==> src/rtl/fifo_pkg.sv <==
`default_nettype none
// ============================================================================
// Module      : fifo_pkg
// Description : Shared types and constants for the FIFO read-side stream
//               adapter: buffer occupancy states and the handshake counter
//               width.
// Revision    : 1.0 - initial release
// ============================================================================
package fifo_pkg;

    localparam int c_WORD_COUNT_W = 16;

    typedef enum logic [1:0] {
        EMPTY = 2'd0,
        ONE   = 2'd1,
        TWO   = 2'd2
    } occ_state_t;

    // Number of words held in the output buffer for a given state.
    function automatic logic [1:0] occ_count(input occ_state_t s);
        case (s)
            EMPTY:   occ_count = 2'd0;
            ONE:     occ_count = 2'd1;
            default: occ_count = 2'd2;
        endcase
    endfunction

endpackage
`default_nettype wire

==> src/rtl/fifo_rd_stream.sv <==
`default_nettype none
// ============================================================================
// Module      : fifo_rd_stream
// Description : Drains the read port of a FIFO (1-cycle read latency) into a
//               valid/ready stream through a 2-entry in-order buffer.
//               Counts completed handshakes and flags protocol errors.
// Revision    : 1.0 - initial release
// ============================================================================
module fifo_rd_stream
    import fifo_pkg::*;
#(
    parameter int DATA_WIDTH = 8
) (
    input  logic                      rd_clk,
    input  logic                      rst_n,
    input  logic                      fifo_empty,
    input  logic                      fifo_valid,
    input  logic [DATA_WIDTH-1:0]     fifo_rdata,
    input  logic                      fifo_underflow,
    output logic                      fifo_rd_en,
    output logic                      m_valid,
    input  logic                      m_ready,
    output logic [DATA_WIDTH-1:0]     m_data,
    output logic [c_WORD_COUNT_W-1:0] word_count,
    output logic                      err
);

    occ_state_t                r_state;
    occ_state_t                w_state_nxt;
    logic                      r_inflight;
    logic [DATA_WIDTH-1:0]     r_slot0;
    logic [DATA_WIDTH-1:0]     r_slot1;
    logic                      r_head;
    logic                      r_tail;
    logic [DATA_WIDTH-1:0]     r_m_data;
    logic [c_WORD_COUNT_W-1:0] r_word_count;
    logic                      r_err;

    logic                      w_pop;
    logic                      w_overrun;
    logic                      w_accept;
    logic                      w_err_set;
    logic [2:0]                w_level;
    logic                      w_head_nxt;
    logic [DATA_WIDTH-1:0]     w_slot0_nxt;
    logic [DATA_WIDTH-1:0]     w_slot1_nxt;

    // m_valid decodes straight from the state register, so m_ready only
    // reaches outputs through the read-request path below.
    assign m_valid = (r_state != EMPTY);
    assign w_pop   = m_valid && m_ready;

    // Projected occupancy once this cycle's pop and the in-flight word land;
    // a new read is issued only if that leaves room.
    assign w_level    = {1'b0, occ_count(r_state)} + {2'b00, r_inflight} - {2'b00, w_pop};
    assign fifo_rd_en = rst_n && !fifo_empty && (w_level < 3'd2);

    // A data beat without a matching read is spurious and dropped; a beat
    // into a full buffer that is not draining is dropped to keep contents.
    assign w_overrun = fifo_valid && r_inflight && (r_state == TWO) && !w_pop;
    assign w_accept  = fifo_valid && r_inflight && !w_overrun;
    assign w_err_set = (fifo_valid && !r_inflight) || fifo_underflow || w_overrun;

    // Occupancy next-state: arrival increments, pop decrements, both hold.
    always_comb begin
        w_state_nxt = r_state;
        case ({w_accept, w_pop})
            2'b10: begin
                case (r_state)
                    EMPTY:   w_state_nxt = ONE;
                    default: w_state_nxt = TWO;
                endcase
            end
            2'b01: begin
                case (r_state)
                    TWO:     w_state_nxt = ONE;
                    default: w_state_nxt = EMPTY;
                endcase
            end
            default: w_state_nxt = r_state;
        endcase
    end

    // Buffer slot write at the tail and head advance on pop.
    always_comb begin
        w_slot0_nxt = r_slot0;
        w_slot1_nxt = r_slot1;
        if (w_accept) begin
            if (r_tail) begin
                w_slot1_nxt = fifo_rdata;
            end else begin
                w_slot0_nxt = fifo_rdata;
            end
        end
        w_head_nxt = r_head ^ w_pop;
    end

    // Occupancy state and read-in-flight tracking.
    always_ff @(posedge rd_clk or negedge rst_n) begin
        if (!rst_n) begin
            r_state    <= EMPTY;
            r_inflight <= 1'b0;
        end else begin
            r_state    <= w_state_nxt;
            r_inflight <= fifo_rd_en;
        end
    end

    // Buffer storage, pointers and the registered head word.
    always_ff @(posedge rd_clk or negedge rst_n) begin
        if (!rst_n) begin
            r_slot0  <= '0;
            r_slot1  <= '0;
            r_head   <= 1'b0;
            r_tail   <= 1'b0;
            r_m_data <= '0;
        end else begin
            r_slot0  <= w_slot0_nxt;
            r_slot1  <= w_slot1_nxt;
            r_head   <= w_head_nxt;
            r_tail   <= r_tail ^ w_accept;
            r_m_data <= w_head_nxt ? w_slot1_nxt : w_slot0_nxt;
        end
    end

    // Handshake counter (wraps) and sticky error flag.
    always_ff @(posedge rd_clk or negedge rst_n) begin
        if (!rst_n) begin
            r_word_count <= '0;
            r_err        <= 1'b0;
        end else begin
            if (w_pop) begin
                r_word_count <= r_word_count + 1'b1;
            end
            if (w_err_set) begin
                r_err <= 1'b1;
            end
        end
    end

    assign m_data     = r_m_data;
    assign word_count = r_word_count;
    assign err        = r_err;

endmodule
`default_nettype wire

==> config.mk <==
export PLATFORM = sky130hd
export DESIGN_NAME = fifo_rd_stream
export DESIGN_NICKNAME = d
export VERILOG_FILES = /design/src/rtl/fifo_pkg.sv /design/src/rtl/fifo_rd_stream.sv
export SDC_FILE = /design/constraint.sdc
export NUM_CORES = 1
export LEC_CHECK = 0
export CORE_ASPECT_RATIO = 1.4
export CORE_UTILIZATION = 55
export DETAILED_ROUTE_END_ITERATION = 8
export PLACE_DENSITY = 0.83
export SYNTH_ARGS = -nofsm -noshare
export SYNTH_HDL_FRONTEND = slang
export SYNTH_SLANG_ARGS = --single-unit
==> constraint.sdc <==
create_clock -name rd_clk -period 2.5 [get_ports rd_clk]
set_input_delay 0.25 -clock rd_clk [delete_from_list [all_inputs] [get_ports rd_clk]]
set_output_delay 0.25 -clock rd_clk [all_outputs]
set_load 0.005 [all_outputs]
* Yosys cells after proc, flatten, opt, wreduce, memory -nomap -nowiden
Index checks and enable logic that the tools add are counted.
Storage, ports and cells: flip-flop bits (word level) 46, bits of input ports 14, output and inout port bits 27, word-level logic and storage cells 45
Operators by class: add/subtract/negate cells 3, $lt $le $gt $ge 1, equal/unequal tests 4, mux-type cells 9, bitwise operators 2, reduce and logical (&&, ||, !) cells 17
Operator list (number):
- $mux W8 | 5
- $add A16 B1 Y16 const B | 1
- $logic_and A1 B1 Y1 | 8
- $pmux W2 S2 | 2
- $eq A2 B1 Y1 const B | 2
- $eq A2 B2 Y1 const B | 2
- $logic_not A1 Y1 | 4
- $reduce_bool A2 Y1 | 2
- $add A2 B1 Y3 | 1
- $lt A3 B2 Y1 const B | 1
- $sub A3 B1 Y3 | 1
- $logic_not A2 Y1 | 1
- $logic_or A1 B1 Y1 | 2
- $mux W2 | 1
- $xor A1 B1 Y1 | 2
- $mux W1 | 1

* Longest topological paths before layout
depth in word-level cells 8, gate-level depth with buffers 8, depth with buffers taken out 6

* Worst setup path before layout
No wires, ideal clock.
path type in2out, from input port m_ready, to output port fifo_rd_en, data arrival time 1474 ps, data required time 2250 ps, slack 776 ps, cell stages on the path 7, buffers on the path 1, cells stage by stage buf_2 nand2b_1 nor2_1 o21ai_0 fa_1 xor2_1 nor3_1
Between the ends: word-level cells in the longest chain between the ends 4
Ends and longest elaborated chain:
- start, declared | RTL line fifo_rd_stream.sv:22 | input logic m_ready,
- $logic_and A1 B1 Y1 | RTL line fifo_rd_stream.sv:51 | assign w_pop = m_valid && m_ready;
- $sub A3 B1 Y3 | RTL line fifo_rd_stream.sv:55 | assign w_level = {1'b0, occ_count(r_state)} + {2'b00, r_inflight} - {2'b00, w_pop};
- $lt A3 B2 Y1 | RTL line fifo_rd_stream.sv:56 | assign fifo_rd_en = rst_n && !fifo_empty && (w_level < 3'd2);
- $logic_and A1 B1 Y1 | RTL line fifo_rd_stream.sv:56
- end, declared | RTL line fifo_rd_stream.sv:20 | output logic fifo_rd_en,
Every way passes these cells.

* Worst setup path in the final report
Ends and elaborated chain as after synthesis.

==> metrics.txt <==
#FFs+latches synth=46; setup violators final=0; Period minus WS final=2.33 ns; Critical Path Max Stage Delay=about 0.44 ns; H-tree levels=2; antenna violations before repair=0; RSZ-0062 raised after global routing=no; share of cells above drive strength 1=18.4%; Multi-input gate area=1010 µm²; GR Overflow Total=0; Initial Util=56.9%; antenna-violating nets left=0; status=complete, no violations; Worst Setup Start Kind=input port; DR WL/cell=around 14 µm; skew final=about 0.0082 ns; CP delay by family, top=buffers and inverters; Gate Count Post-Synth=201; Ys Warns=0; max-slew violations=0; Core Region=3920 µm²; Unique masters post-synth=35; Vias/cell=roughly 5.6; pwr dens=between 1000 and 1500 nW/µm²; CTS tree=done; Max-Slew Margin vs Limit=56.3%; worst path cell trace=clkdlybuf4s50_1 > nand2b_1 > nor2_1 > o21ai_0 > fa_1 > xor2_1 > nor3_2 > dlygate4sd2_1; CTS Buf Count=5; dpl ws=-0.161 ns; Synth-to-Final Area Change=24.0%; Skew-Pair Late Insertion Delay=approximately 0.30 ns; clk sinks=46; final worst path period share=93.3%; Leak=~0.0012 µW; Worst Tran Pin Value=roughly 0.66 ns; dominant cell type by area after synthesis=dfrtp_1; Setup CP Type=in -> out; part of the Yosys area used for sequential elements=about 52%; routability-driven placement congestion ratio=0.738; Clock transition at path regs=approximately 0.080 ns; top cells by count, synth=dfrtp_1, nor2_1, o21ai_0, mux2_2, xnor2_1; first-pass GRT wire length=6650 µm; die area=4310 µm²; Synth area leaders=dfrtp_1, mux2_2, xnor2_1; Post-Synth XOR/XNOR Area=8.70%; hold crit path type=in -> async; Chip Width=55.8 µm; Async SR Flop Fraction=100%; post-synthesis simple-gate area fraction=between 10% and 20%; CP max-delay cell=clkdlybuf4s50_1; die height=77.3 µm; Root Driver=clkbuf_8; Worst Hold Slack=0.0499 ns; crit end category=output port; DRT Pass-1 Iters=4; placed cell area=~2600 µm²; Critical Path AT=around 2.1 ns; largest net degree at the start of global routing=47; register area=around 1200 µm²; post-layout net count=260; Post-Synth Adder-Cell Area=1.46%; Iter 0 DRT Violations=64; endpoints failing hold=0; Required @ worst endpoint=2.25 ns; mux contribution to synthesized area=8.09%; fmax=between 400 and 500 MHz; mapped cell area=2230 µm²; Reg2Reg Depth=7; setup slack after layout=0.167 ns; fill count=301; Antenna diodes=0; Synth Area in Compound Gates=roughly 8.9%; CP max FO=3; Reg-to-Reg End=m_data[1]; cts hold-fix bufs=0; row count=27; Routed WL=3920 µm; port buffer count=40; Most used DFF post-synth=dfrtp_1; via count=1,609; gr usage total=19.8%; number of synthesized flops with an enable pin=0; Buffers & Inverters on Critical Path=2; number of global-route vias before repair=between 1,500 and 2,000; post-DP HPWL=2640 µm; post-route cell area=2760 µm²; peak supply drop=0.792 mV; most common cell in the netlist=dfrtp_1; RR Startpoint=r_state[1]; main combinational cell family by area after synthesis=simple AND/OR/NAND/NOR gates; max_cap viols=0; Syn Area/Cell=11.1 µm²; flop-to-flop setup slack=0.46 ns; Boundary Pins=41; Power Total=2860 µW; DRC errors left=0; CTS max path bufs=2; Post-Syn Nets=217; Yosys top cell area share=between 50 and 60%
-- logic make-up after synthesis --
logic type	count (synthesis)
compound gates	29
xor+xnor	20
fa+ha+maj	2
buf+inv	11
flops	46
mux	16
simple gates	77
-- how the worst max path moves through the flow --
stage / from / end / slack (ns) / depth (start not counted)
3_3_place_gp: m_ready / fifo_rd_en / -0.09 / 7
2_1_floorplan: m_ready / fifo_rd_en / 0.78 / 7
3_5_place_dp: m_ready / fifo_rd_en / -0.16 / 8
6_report: m_ready / fifo_rd_en / 0.17 / 8
4_1_cts: m_ready / fifo_rd_en / 0.19 / 8
5_1_grt: m_ready / fifo_rd_en / 0.08 / 8
-- cell usage in the layout (no fill, tap or decap), drive strengths merged, types with 5 or more instances in the layout --
cell type	instances
dfrtp	46
clkdlybuf4s50	38
nor2	26
o21ai	19
mux2	16
xnor2	15
nor3	15
nand2	12
nand3	12
o211a	7
clkbuf	7
buf	7
xor2	5
-- final cells by class --
class,instances,area share (%)
clock buffer,7,3.49
tap,43,1.95
multi-input combinational,144,36.5
clock inverter,1,0.317
timing repair buffer,46,15.9
inverter,1,0.226
sequential,46,41.7
-- flip-flops by register name, indices dropped and copies added, names as in the netlist --
| name | flops |
|---|---|
| err | 1 |
| m_data | 8 |
| r_head | 1 |
| r_inflight | 1 |
| r_slot0 | 8 |
| r_slot1 | 8 |
| r_state | 2 |
| r_tail | 1 |
| word_count | 16 |
-- what timing repair did --
item / CTS / global route
resized for setup: 2 / 0
setup buffers: 1 / 0
endpoints found under the setup margin: 1 / 0
-- through the flow --
stage / utilization, % / std cells / TNS [ns]
floorplan: - / 201 / 0
global placement: 67.5 / 279 / -0.0886
detailed placement: 67.5 / 279 / -0.161
CTS: 70.5 / 288 / 0
global route: 70.5 / 288 / 0
finish: 70.5 / 288 / 0
-- per-layer routing --
| layer | global-route usage (%) | wire, µm | vias up |
|---|---|---|---|
| li1 | - | - | 773 |
| met1 | 21.7 | 1700 | 791 |
| met2 | 36.6 | 2020 | 37 |
| met3 | 4.05 | 132 | 8 |
| met4 | 7.50 | 63 | 0 |
| met5 | 0 | 0 | - |
-- where the power goes --
part           total [µW]  switching [µW]  leakage (µW)  internal [µW]
Sequential           1200             194      0.000579           1010
Clock                 498             245     0.0000544            253
Combinational        1160             537      0.000559            620
Total                2860             976       0.00119           1880
Power figures use the tool's default switching activity.
